==> src/rtl/round_ctrl.sv <==
// round_ctrl: connect-4 round sequencer (board clear, turn tracking, score pulses, result hold).
// Optional feature macro MATCH_LIMIT_EN: per-player round tallies end the match at WIN_TARGET wins.
module round_ctrl #(
  parameter int HOLD_CYCLES = 50000000,
  parameter int WIN_TARGET  = 5
) (
  input  logic       clk,
  input  logic       reset,
  input  logic       start,
  input  logic       move_done,
  input  logic       win1,
  input  logic       win2,
  input  logic       draw,
  input  logic       next_round,
  output logic       inc1,
  output logic       inc2,
  output logic       board_clr,
  output logic       turn,
  output logic [2:0] state,
  output logic       match_over
);

  typedef enum logic [2:0] {
    ST_IDLE       = 3'd0,
    ST_CLEAR      = 3'd1,
    ST_PLAY       = 3'd2,
    ST_SCORE      = 3'd3,
    ST_HOLD       = 3'd4,
    ST_WAIT_NEXT  = 3'd5,
    ST_MATCH_OVER = 3'd6
  } state_t;

  localparam int               CNT_W     = (HOLD_CYCLES > 1) ? $clog2(HOLD_CYCLES) : 1;
  localparam logic [CNT_W-1:0] HOLD_LAST = CNT_W'(HOLD_CYCLES - 1);

  state_t           state_r;
  logic             inc1_r;
  logic             inc2_r;
  logic             board_clr_r;
  logic             turn_r;
  logic             first_player_r;
  logic             winner_r;
  logic [CNT_W-1:0] hold_cnt_r;
  logic             tie_s;
  logic             hold_done_s;

  // A double connect-4 is scored like a draw: nobody gets the point.
  assign tie_s       = (win1 & win2) | draw;
  assign hold_done_s = (hold_cnt_r == HOLD_LAST);

`ifdef MATCH_LIMIT_EN
  logic [6:0] wins1_r;
  logic [6:0] wins2_r;
  logic [6:0] tally_inc_s;
  logic       target_hit_s;
  logic       match_over_r;

  assign tally_inc_s  = (winner_r ? wins2_r : wins1_r) + 7'd1;
  assign target_hit_s = (tally_inc_s == 7'(WIN_TARGET));
  assign match_over   = match_over_r;
`else
  localparam int UNUSED_WIN_TARGET = WIN_TARGET;
  logic unused_winner_s;

  assign unused_winner_s = winner_r;
  assign match_over      = 1'b0;
`endif

  // Round/match sequencing; every output comes straight from a register.
  always_ff @(posedge clk) begin
    if (!reset) begin
      state_r        <= ST_IDLE;
      inc1_r         <= 1'b0;
      inc2_r         <= 1'b0;
      board_clr_r    <= 1'b0;
      turn_r         <= 1'b0;
      first_player_r <= 1'b0;
      winner_r       <= 1'b0;
      hold_cnt_r     <= {CNT_W{1'b0}};
`ifdef MATCH_LIMIT_EN
      wins1_r        <= 7'd0;
      wins2_r        <= 7'd0;
      match_over_r   <= 1'b0;
`endif
    end else begin
      inc1_r      <= 1'b0;
      inc2_r      <= 1'b0;
      board_clr_r <= 1'b0;
      case (state_r)
        ST_IDLE: begin
          if (start) begin
            state_r     <= ST_CLEAR;
            board_clr_r <= 1'b1;
          end
        end
        ST_CLEAR: begin
          turn_r  <= first_player_r;
          state_r <= ST_PLAY;
        end
        ST_PLAY: begin
          if (tie_s) begin
            state_r    <= ST_HOLD;
            hold_cnt_r <= {CNT_W{1'b0}};
          end else if (win1) begin
            state_r  <= ST_SCORE;
            winner_r <= 1'b0;
            inc1_r   <= 1'b1;
          end else if (win2) begin
            state_r  <= ST_SCORE;
            winner_r <= 1'b1;
            inc2_r   <= 1'b1;
          end else if (move_done) begin
            turn_r <= ~turn_r;
          end
        end
        ST_SCORE: begin
`ifdef MATCH_LIMIT_EN
          if (winner_r) begin
            wins2_r <= tally_inc_s;
          end else begin
            wins1_r <= tally_inc_s;
          end
          if (target_hit_s) begin
            state_r      <= ST_MATCH_OVER;
            match_over_r <= 1'b1;
          end else begin
            state_r    <= ST_HOLD;
            hold_cnt_r <= {CNT_W{1'b0}};
          end
`else
          state_r    <= ST_HOLD;
          hold_cnt_r <= {CNT_W{1'b0}};
`endif
        end
        ST_HOLD: begin
          if (hold_done_s) begin
            state_r <= ST_WAIT_NEXT;
          end else begin
            hold_cnt_r <= hold_cnt_r + CNT_W'(1);
          end
        end
        ST_WAIT_NEXT: begin
          // Starters alternate from round to round.
          if (next_round) begin
            state_r        <= ST_CLEAR;
            board_clr_r    <= 1'b1;
            first_player_r <= ~first_player_r;
          end
        end
`ifdef MATCH_LIMIT_EN
        ST_MATCH_OVER: begin
          if (start) begin
            state_r        <= ST_CLEAR;
            board_clr_r    <= 1'b1;
            first_player_r <= 1'b0;
            wins1_r        <= 7'd0;
            wins2_r        <= 7'd0;
            match_over_r   <= 1'b0;
          end
        end
`endif
        default: begin
          state_r <= ST_IDLE;
        end
      endcase
    end
  end

  assign inc1      = inc1_r;
  assign inc2      = inc2_r;
  assign board_clr = board_clr_r;
  assign turn      = turn_r;
  assign state     = state_r;

endmodule

==> config.mk <==
export PLATFORM = sky130hd
export DESIGN_NAME = round_ctrl
export DESIGN_NICKNAME = d
export VERILOG_FILES = /design/src/rtl/round_ctrl.sv
export SDC_FILE = /design/constraint.sdc
export NUM_CORES = 1
export LEC_CHECK = 0
export ABC_CLOCK_PERIOD_IN_PS = 1800
export BUFFER_PORTS_ARGS = -buffer_cell sky130_fd_sc_hd__buf_2
export CAP_MARGIN = 30
export CORE_MARGIN = 10
export CORE_UTILIZATION = 40
export CTS_BUF_LIST = sky130_fd_sc_hd__clkbuf_2 sky130_fd_sc_hd__clkbuf_4 sky130_fd_sc_hd__clkbuf_8
export CTS_CLUSTER_SIZE = 20
export DETAILED_ROUTE_END_ITERATION = 10
export PLACE_DENSITY_LB_ADDON = 0.05
export SETUP_SLACK_MARGIN = 0.3
export SYNTH_ARGS = -nofsm -noshare
export SYNTH_HDL_FRONTEND = slang
export SYNTH_SLANG_ARGS = --single-unit
==> constraint.sdc <==
create_clock -name clk -period 1.8 [get_ports clk]
set_clock_uncertainty 0.05 [all_clocks]
set_input_delay 0.36 -clock clk [delete_from_list [all_inputs] [get_ports clk]]
set_output_delay 0.36 -clock clk [all_outputs]
set_load 0.005 [all_outputs]
## Word level (Yosys, flattened, before mapping)

Cells that the tools add are included.

- Add/sub/neg operators: 1
- Equality and inequality tests: 16
- Mux-type cells: 20
- Bitwise gates (word level): 6
- Reductions and logical operators: 9

Operators with widths:

| cell | number |
|---|---|
| 26-bit one-hot mux with 3 select lines | 1 |
| 26-bit 2-to-1 mux | 2 |
| 26-bit by 1-bit adder with 26-bit output, second input constant | 1 |
| 26-bit equality test, second input constant | 1 |
| 3-bit 2-to-1 mux | 6 |
| 2-bit inequality test, second input constant | 9 |
| 3-bit one-hot mux with 6 select lines | 1 |
| 1-bit 2-to-1 mux | 8 |
| 3-bit by 2-bit equality test with 1-bit output, second input constant | 2 |
| 3-bit equality test, second input constant | 2 |
| 5-bit AND reduction | 1 |
| 4-bit inequality test, second input constant | 1 |
| 1-bit inverter | 4 |
| 1-bit one-hot mux with 2 select lines | 2 |
| 4-bit AND reduction | 1 |
| 4-bit OR reduction | 1 |
| 3-bit by 1-bit equality test with 1-bit output, second input constant | 1 |
| 3-bit zero test | 1 |
| 3-bit AND reduction | 1 |
| 3-bit nonzero test | 1 |
| 3-bit OR reduction | 1 |
| 2-bit AND reduction | 1 |
| 2-bit nonzero test | 1 |
| 1-bit AND | 1 |
| 1-bit bitwise OR | 1 |

- Register bits: 34
- Input bits: 8
- Output and inout port bits: 8
- Logic and storage cells: 59

## Depth between registers and ports, before layout

- Depth in word-level cells: 6
- Depth in mapped cells: 8
- Depth with buffers taken out: 6

## Worst setup path after synthesis

OpenSTA, ideal clock, no wires.

- Kind: reg2reg
- Start: register hold_cnt_r[7]
- End: register hold_cnt_r[25]
- Library setup time: 0.075 ns
- Arrival: 1.810 ns
- Required time: 1.675 ns
- Path slack: -0.134 ns
- Cell stages (with the launch flop): 9
- Path buffers: 3
- Clock period less this slack: 1.934 ns
- Path through: dfxtp_1 -> buf_2 -> or4bb_1 -> nor4_4 -> a21o_1 -> buf_4 -> nand3_2 -> buf_6 -> a31oi_1

- Longest elaborated chain between the ends: 3
- Elaborated cells between the ends (all ways): 6
- Classes of those cells: add/sub (1); eq/ne (2); mux (2); reduce/logical (1)

RTL lines:

| element | RTL line | source |
|---|---|---|
| from (decl) | 43 | `logic [CNT_W-1:0] hold_cnt_r;` |
| from (signal assigned) | 79 | `hold_cnt_r <= {CNT_W{1'b0}};` |
| from (signal assigned) | 103 | `hold_cnt_r <= {CNT_W{1'b0}};` |
| from (signal assigned) | 132 | `hold_cnt_r <= {CNT_W{1'b0}};` |
| 26-bit by 1-bit adder with 26-bit output or 26-bit equality test (tied branches) | 139, 49 |  |
| 26-bit 2-to-1 mux or 2-bit inequality test (tied branches) | -- |  |
| 26-bit one-hot mux with 3 select lines or 3-bit AND reduction (tied branches) | -- |  |

Several ways; a longest one is shown, not always the timed one. The select of a mux whose other input is x is not followed.
A chain may end at the register's enable or synchronous reset.

## Final worst setup path

- Start: register hold_cnt_r[17]
- End: register hold_cnt_r[9]

- Longest elaborated chain between the ends: 3

RTL lines:

| element | RTL line | source |
|---|---|---|
| 26-bit equality test | 49 | `assign hold_done_s = (hold_cnt_r == HOLD_LAST);` |
| 2-bit inequality test (no source line) | -- |  |
| 3-bit AND reduction (no source line) | -- |  |

No other way between the ends.

==> flow_summary.yaml <==
yosys:
  ys_ff_latch: 34
  synth_mux_area_share_pct: 1.12
  netlist.area_leader.share_pct: 35.9
  synth_top_family_by_area: "simple AND/OR/NAND/NOR gates"
  synth-xor-area-share_pct: 0.923
  syn_area_per_cell_um2: 7.90
  synthFlopType: "dfxtp_1"
  synthesis.area_um2: 1900
  synthSimpleGateAreaFrac_pct: 34.0
  synth.net_count: 249
  synth_compound_area_share_pct: 21.6
  synth_warnings: 0
  syn_inst: 240
  yosys-top-cells-area: "dfxtp_1 36%, nand3_1 5.0%, nand2_1 4.7%"
  async_reset_ff_share_pct: 0
  seq_area_frac_synth_pct: 35.9
  synth_fa_ha_area_share_pct: 0.660
  synth.largest_area_cell: "dfxtp_1"
  ys_types: 55
  synth_edf_count: 0
critical_path:
  rrSetupSlack_ps: -180
  crit_type: "reg2reg"
  end_kind: "flip-flop"
  crit_path_start_kind: "flip-flop"
  timing.rr.start: "hold_cnt_r[17]$_SDFFE_PN0P_"
  r2r-end: "hold_cnt_r[9]$_SDFFE_PN0P_"
  crit_end: "hold_cnt_r[9]$_SDFFE_PN0P_"
  rr_worst_depth: 7
  arrival_ps: 2160
  timing.critical_path.from: "hold_cnt_r[17]$_SDFFE_PN0P_"
  required_ps: 1980
  worstPathMaxFanout: 5
final_layout:
  diodes: 0
  syn_to_final_growth_pct: 43.3
  seq_area_um2: 698
  fill_cells: 409
  multi_input_area_um2: 1280
  drive_gt1_share_pct: 42.7
  nNetsFinal: 317
sta:
  finalCriticalPeriod_ps: 1980
  layout_setup_ws_ps: -180
  setup_violations: 24
  max_freq_mhz: 505
  slew_viol_final: 0
  post-route-period-util_pct: 110
  hold_violations: 0
  hold_slack_ps: 320
  grt_setup_unrepaired: "true"
route:
  via_count: 2082
  ant_nets: 0
  viasPerCell: 5.77
  drt_pass1_iterations: 4
  wl_um: 5840
  drc: 0
  routedWlPerCell_um: 16.2
  drtIter0Drc: 114
run_status:
  violations: "negative setup slack"
  status: "finished with violations"
global_routing:
  use_met3_pct: 3.68
  top_usage_layer: "met2"
  grt_use_met1_pct: 19.9
  antenna_found_initial: 0
  grt_pass1_vias: 1921
  track_usage_pct: 15.1
  met2_usage_pct: 23.1
  grt_pass1_wl_um: 9280
  gr-total-overflow: 0
  grt_max_degree: 14
clocking:
  cts_buffers: 5
  clkLatencyLatePin_ps: 310
  htreeDepth: 2
  cts_root_buf: "clkbuf_8"
  clk_path_buf_depth: 2
  tritoncts: "built"
  clkTransAtPathRegs_ps: 80
  cts_sinks: 34
floorplanning:
  fp.dieH_um: 88.9
  design.core.area_um2: 4470
  die_area_um2: 7900
  start_util_pct: 42.4
  rows: 24
  fp.dieW_um: 88.9
  pin_count: 16
power:
  power.density_nw_per_um2: 597
  power_mw: 1.62
  p_leak_nw: 1.06
  ir_drop_mv: 0.335
placed_design:
  portBuffers: 14
  gp_congestion: 0.824
  detailed_place_hpwl_um: 4120
run:
  max-cap-violations: 0
hold_path:
  worst_hold_path_type: "in2reg"
state kept, by name (all words and copies together) (netlist names):
| register | cells |
|---|---|
| hold_cnt_r | 26 |
| state | 3 |
| board_clr | 1 |
| first_player_r | 1 |
| inc1 | 1 |
| inc2 | 1 |
| turn | 1 |
worst min-delay path by stage:
stage,start,end,slack (ps),depth (start not counted)
finish,next_round,state[2]$_SDFFE_PN0P_,320,4
global route,next_round,state[2]$_SDFFE_PN0P_,360,4
CTS,next_round,state[2]$_SDFFE_PN0P_,330,4
detailed placement,hold_cnt_r[25]$_SDFFE_PN0P_,hold_cnt_r[25]$_SDFFE_PN0P_,420,1
global placement,hold_cnt_r[25]$_SDFFE_PN0P_,hold_cnt_r[25]$_SDFFE_PN0P_,410,1
floorplan,hold_cnt_r[25]$_SDFFE_PN0P_,hold_cnt_r[25]$_SDFFE_PN0P_,380,1
per-stage QoR:
step / setup TNS, ps / worst slack [ps] / instances / util [%] / area (µm²)
5_1_grt: -4190 / -227 / 361 / 60.7 / 2720
2_1_floorplan: -1090 / -111 / 240 / - / 1960
4_1_cts: -2010 / -150 / 358 / 57.5 / 2570
3_3_place_gp: -784 / -91.2 / 346 / 53.7 / 2400
6_report: -2660 / -180 / 361 / 60.7 / 2720
3_5_place_dp: -1820 / -146 / 346 / 53.7 / 2400
routing by layer:
| metal | wire length (µm) | share of wire, % |
|---|---|---|
| met1 | 2780 | 48 |
| met2 | 2620 | 45 |
| met3 | 327 | 5.6 |
| met4 | 110 | 1.9 |
| met5 | 0 | 0 |
cell families after synthesis:
| group | Yosys count |
|---|---|
| other cells | 1 |
| compound gates | 65 |
| xor+xnor | 2 |
| simple gates | 112 |
| mux | 2 |
| flops | 34 |
| buf+inv | 23 |
| fa+ha+maj | 1 |
power breakdown:
group	switching [mW]	internal [mW]	leakage, nW
logic	0.123	0.0961	0.728
clock network	0.306	0.324	0.0517
registers	0.0111	0.764	0.281
layout by cell type (no fill, tap or decap), types with 3 or more instances in the layout:
cell      instances
nor4_4            3
inv_1             8
clkbuf_8          6
dfxtp_1          22
nor3_1            3
or4_1             3
nor2_1           17
nand2_1          22
and3_1            4
buf_2            14
nand3_1          17
o211ai_1          5
o21ai_0           9
a31oi_1          12
o21ai_1           3
nor3b_1           3
buf_6             6
dfxtp_2          11
nand4_1           9
a21oi_1          13
buf_4            55
cell usage after synthesis (all sizes together) (3+ instances only):
library cell and count:
dfxtp 34, or4 5, a41oi 4, nand4 10
a31oi 13, nand2 24, and3 5, clkbuf 8
a21oi 15, inv 8, or3 3, buf 7
nor4 4, nand3 20, nor3 5, nor3b 4
o21ai 14, o211ai 5, or3b 3, nor2 18
layout make-up:
class	count	area share (%)
Clock buffer	7	3.31
Inverter	8	1.10
Tap cell	52	2.39
Clock inverter	1	0.184
Timing Repair Buffer	75	20.3
Sequential cell	34	25.7
Multi-Input combinational cell	184	47.1
timing repair:
action,in CTS,in global routing
pin swaps,5,19
buffers inserted,3,3
hold buffers,0,0
cloned,1,0
endpoints found under the setup margin,27,28
gates resized for setup,9,27
endpoints found under the hold margin,0,0
critical path, stage by stage (launching register included):
cell	delay [ps]
dfxtp_2	340
or4bb_4	540
nor4_4	260
a21o_1	240
buf_6	130
buf_6	90
nand3_4	90
o22ai_2	160
Power figures use the tool's default switching activity.
